## src/rtl/clk_div_bank.sv

```systemverilog
// clk_div_bank: bank of NCH programmable divided-clock / one-cycle tick generators.
// Define CLK_DIV_SHADOW_EN to defer divisor writes on running channels to the next terminal count.
module clk_div_bank #(
  parameter int NCH         = 3,
  parameter int CW          = 28,
  parameter int DEFAULT_DIV = 50000000,
  localparam int CHW        = (NCH > 1) ? $clog2(NCH) : 1
) (
  input  logic           clk,
  input  logic           rst,
  input  logic [NCH-1:0] en,
  input  logic [NCH-1:0] mode,
  input  logic           wr_en,
  input  logic [CHW-1:0] wr_ch,
  input  logic [CW-1:0]  wr_div,
  output logic           wr_ack,
  output logic           wr_err,
  output logic [NCH-1:0] tick,
  output logic [NCH-1:0] clk_out
);
  localparam logic [CW-1:0] DEF = CW'(DEFAULT_DIV);
  logic [CW-1:0]  cnt_q [NCH];
  logic [CW-1:0]  cnt_d [NCH];
  logic [CW-1:0]  div_q [NCH];
  logic [CW-1:0]  div_d [NCH];
  logic [NCH-1:0] tick_q, tick_d, tog_q, tog_d, run, term, hit;
  logic           wr_ok, wr_ack_q, wr_err_q;
`ifdef CLK_DIV_SHADOW_EN
  logic [CW-1:0]  pend_q [NCH];
  logic [CW-1:0]  pend_d [NCH];
  logic [NCH-1:0] pnd_q, pnd_d, defer;
`endif
  assign wr_ok = wr_en && (int'(wr_ch) < NCH);
  always_comb begin
    for (int i = 0; i < NCH; i++) begin
      hit[i]    = wr_ok && (int'(wr_ch) == i);
      run[i]    = en[i] && (div_q[i] != '0);
      term[i]   = run[i] && (cnt_q[i] == div_q[i] - CW'(1));
      tick_d[i] = term[i];
      tog_d[i]  = run[i] && (tog_q[i] ^ term[i]);
`ifdef CLK_DIV_SHADOW_EN
      // a write landing on the terminal edge or on an idle channel needs no deferral
      defer[i]  = hit[i] && run[i] && !term[i];
      cnt_d[i]  = (run[i] && !term[i]) ? cnt_q[i] + CW'(1) : '0;
      div_d[i]  = defer[i] ? div_q[i] :
                  hit[i] ? wr_div :
                  (pnd_q[i] && (term[i] || !run[i])) ? pend_q[i] : div_q[i];
      pend_d[i] = defer[i] ? wr_div : pend_q[i];
      pnd_d[i]  = defer[i] || (pnd_q[i] && !hit[i] && run[i] && !term[i]);
`else
      cnt_d[i]  = (run[i] && !term[i] && !hit[i]) ? cnt_q[i] + CW'(1) : '0;
      div_d[i]  = hit[i] ? wr_div : div_q[i];
`endif
    end
  end
  always_ff @(posedge clk or posedge rst) begin
    if (rst) begin
      for (int i = 0; i < NCH; i++) begin
        cnt_q[i]  <= '0;
        div_q[i]  <= DEF;
`ifdef CLK_DIV_SHADOW_EN
        pend_q[i] <= DEF;
`endif
      end
`ifdef CLK_DIV_SHADOW_EN
      pnd_q    <= '0;
`endif
      tick_q   <= '0;
      tog_q    <= '0;
      wr_ack_q <= 1'b0;
      wr_err_q <= 1'b0;
    end else begin
      cnt_q    <= cnt_d;
      div_q    <= div_d;
`ifdef CLK_DIV_SHADOW_EN
      pend_q   <= pend_d;
      pnd_q    <= pnd_d;
`endif
      tick_q   <= tick_d;
      tog_q    <= tog_d;
      wr_ack_q <= wr_ok;
      wr_err_q <= wr_en && !wr_ok;
    end
  end
  assign tick    = tick_q;
  assign clk_out = (mode & tick_q) | (~mode & tog_q);
  assign wr_ack  = wr_ack_q;
  assign wr_err  = wr_err_q;
endmodule

```

## config.mk

```make
export PLATFORM = sky130hd
export DESIGN_NAME = clk_div_bank
export DESIGN_NICKNAME = d
export VERILOG_FILES = /design/src/rtl/clk_div_bank.sv
export SDC_FILE = /design/constraint.sdc
export NUM_CORES = 1
export LEC_CHECK = 0
export BUFFER_PORTS_ARGS = -buffer_cell sky130_fd_sc_hd__buf_2
export CELL_PAD_IN_SITES_DETAIL_PLACEMENT = 1
export CELL_PAD_IN_SITES_GLOBAL_PLACEMENT = 2
export CORE_MARGIN = 3
export CORE_UTILIZATION = 37
export CTS_CLUSTER_SIZE = 28
export DETAILED_ROUTE_END_ITERATION = 10
export HOLD_SLACK_MARGIN = 0.05
export PLACE_DENSITY_LB_ADDON = 0.2
export SYNTH_ARGS = -nofsm -noshare
export SYNTH_HDL_FRONTEND = slang
export SYNTH_SLANG_ARGS = --single-unit
```

## constraint.sdc

```tcl
create_clock -name clk -period 5.6 [get_ports clk]
set_input_delay 0.56 -clock clk [delete_from_list [all_inputs] [get_ports clk]]
set_output_delay 0.56 -clock clk [all_outputs]
set_load 0.01 [all_outputs]
```

==> results.yml <==
critical_path:
  required_ps: 5890
  reg2reg_depth: 7
  path_class: "reg -> reg"
  endpoint_kind: "flop"
  crit_path_start_kind: "flop"
  worstPathArrival_ps: 3840
  worstPathMaxFanout: 28
timing:
  rsz0062_at_grt: "no"
  final_max_slew_viol_count: 0
  period_share_pct: 63.4
  timing.fmax_mhz: 282
  worstMarginPinSlew_ps: 1110
  setup_viol: 0
  fin_skew_ps: 15.1
  hold_viol: 0
  fin_tns_setup_ps: 0
  slew_headroom_pct: 25.5
  fin_crit_ps: 3550
routing:
  viasPerCell: 5.37
  dr_total_vias: 7922
  avgRoutedWirePerCell_um: 19.8
  dr.pass1.iters: 4
  drcViolationCount: 0
  wl_met2_mm: 13.3
  wl_met1_mm: 14.9
  dr.max_layer_used: "met4"
  drt-initial-drc-count: 350
  drt-total-wl_mm: 29.3
  wl_met3_um: 661
  antenna_left: 0
clock_tree:
  post_cts_buffers: 0
  cts_made_buffers: 17
  cts_buffer_depth: 2
  worstSkewPairLatency_ps: 440
  cts_tree: "yes"
  cts_root_buffer: "clkbuf_16"
  htree_levels: 4
  ctsResizeCount: 0
  clkTransAtPathRegs_ps: 80
  cts.sinks: 176
  cts_hold_buf: 0
global_routing:
  grt_max_degree: 93
  gr-total-overflow: 0
  grt_first_pass_wirelength_mm: 47.7
  grt_pass1_vias: 8321
  grtUsageTotal_pct: 19.6
  grt_antenna_before_repair: 2
synth:
  synth-seq-cells: 176
  yosysTopAreaCell: "dfrtp_1"
  synth_top_area_share_pct: 33.2
  synth_edf_count: 0
  yosys_warnings: 0
  synthDistinctLibCells: 74
  synthTopCellsByArea: "dfrtp_1 33%, dfstp_2 9.0%, mux2_2 9.0%"
  synth.net_count: 1103
  synthFlopType: "dfrtp_1"
  synth-async-reset-ratio_pct: 100
  ys_seq_area_share_pct: 42.2
  syn-cell-area_um2: 10500
  postSynthAreaPerCell_um2: 9.99
  synthCells: 1055
floorplan:
  initial_core_util_pct: 37.7
  pin_count: 47
  die_h_um: 175
  die_area_um2: 30600
  fp.coreArea_um2: 27900
  die_x_um: 175
  rows: 61
outcome:
  status: "complete, no violations"
cells_and_area:
  n_antenna_cell: 0
  stdcell_area_um2: 11700
  fill_cells: 3173
  multi_input_area_um2: 5810
  nNetsFinal: 1131
  stdcell_count: 1474
  fin_util_pct: 41.9
  drive_gt1_share_pct: 20.6
  syn_to_final_growth_pct: 11.1
  regArea_um2: 4450
placed_design:
  place_inst: 1442
  portBuffers: 46
  place_area_um2: 11100
  dp_hpwl_mm: 22.2
  place_congestion: 0.812
run:
  drv_cap: 0
pwr:
  vdd_drop_max_v: 0.000267
  power.density_nw_per_um2: 307
  power.leakage_uw: 0.00456
  p_total_uw: 3600
worst_hold_path:
  hp-class: "in -> async"
-- layer usage --
metal  global-route usage (%)  vias up
met4                     4.19        0
met5                        0        -
met1                     28.6     3993
li1                         -     3816
met2                     31.4       96
met3                     2.61       17
-- state kept, by name, summed over array words and instances, names as in the netlist --
name / count
cnt_q: 84
wr_ack: 1
wr_err: 1
tick: 3
tog_q: 3
div_q: 84
-- cell type report --
class,instances,share of cell area [%]
inverters,19,0.652
multi-input cells,817,49.7
clock inverters,13,1.44
well taps,378,4.04
clock buffers,19,3.87
repair buffers,52,2.35
flip-flops and latches,176,38.0
-- report_power, final --
group	internal, µW	switching (µW)	leakage (µW)
sequential	1430	230	0.00222
clock	701	572	0.000299
combinational	316	346	0.00204
total	2450	1150	0.00456
-- per-stage QoR --
stage | hold slack [ps] | worst slack, ps
3_5_place_dp | 514 | 2100
4_1_cts | 346 | 2070
2_1_floorplan | 469 | 326
5_1_grt | 371 | 1730
6_report | 302 | 2050
3_3_place_gp | 517 | 2130
-- cell usage after synthesis, drive strengths merged, types with 7 or more instances --
library cell and number:
buf 10, a21oi 10, and3 16, dfstp 36
inv 19, ha 9, mux2 84, nand3 40
mux2i 7, nand4 38, o211ai 9, dfrtp 140
or3 7, nand2b 12, xor2 84, nor2 140
and2 9, clkbuf 33, nor4 37, xnor2 102
or4 10, nand2 56, o21ai 14, and4 8
a31oi 8, nor3 35
-- worst paths after layout --
check / startpoint / endpoint / slack [ps]
min reg2reg: cnt_q[28]$_DFF_PP0_ / cnt_q[28]$_DFF_PP0_ / 520
min: rst / cnt_q[82]$_DFF_PP0_ / 300
max in group asynchronous: rst / cnt_q[28]$_DFF_PP0_ / 4170
max reg2reg: div_q[4]$_DFFE_PP0P_ / cnt_q[26]$_DFF_PP0_ / 2050
min in group clk: wr_div[6] / div_q[62]$_DFFE_PP0P_ / 400
max: div_q[4]$_DFFE_PP0P_ / cnt_q[26]$_DFF_PP0_ / 2050
-- layout by cell type (no fill, tap or decap), types with 17 or more instances in the layout --
master     synthesis  routed
mux2_2            84      84
nand3_1           40      40
nand4_1           36      36
nor2_1           140     140
xnor2_1          102     102
nor3_1            34      34
dfstp_2           36      36
xor2_1            84      84
dfrtp_1          140     140
inv_1             19      18
nand2_1           54      54
nor4_1            31      31
clkbuf_16          0      17
buf_2              1      46
-- cell families (layout without fill, tap and decap cells) --
logic type	Yosys count	count (layout)	synth area share (%)
flip-flops	176	176	42.2
buffers and inverters	62	103	2.68
XOR/XNOR	186	186	15.5
adder cells (fa/ha/maj)	9	9	1.07
AO/OA/AOI/OAI	91	91	6.52
AND/OR/NAND/NOR	440	440	22.4
multiplexers	91	91	9.64
-- critical path, stage by stage, from the launching register on --
cell and delay, ps:
dfrtp_1 480, nor4_1 970, and4_1 460, nand4_1 140
a2111oi_1 440, nand4_1 240, nand3b_2 550, nor2_1 110
Power figures use the tool's default switching activity.
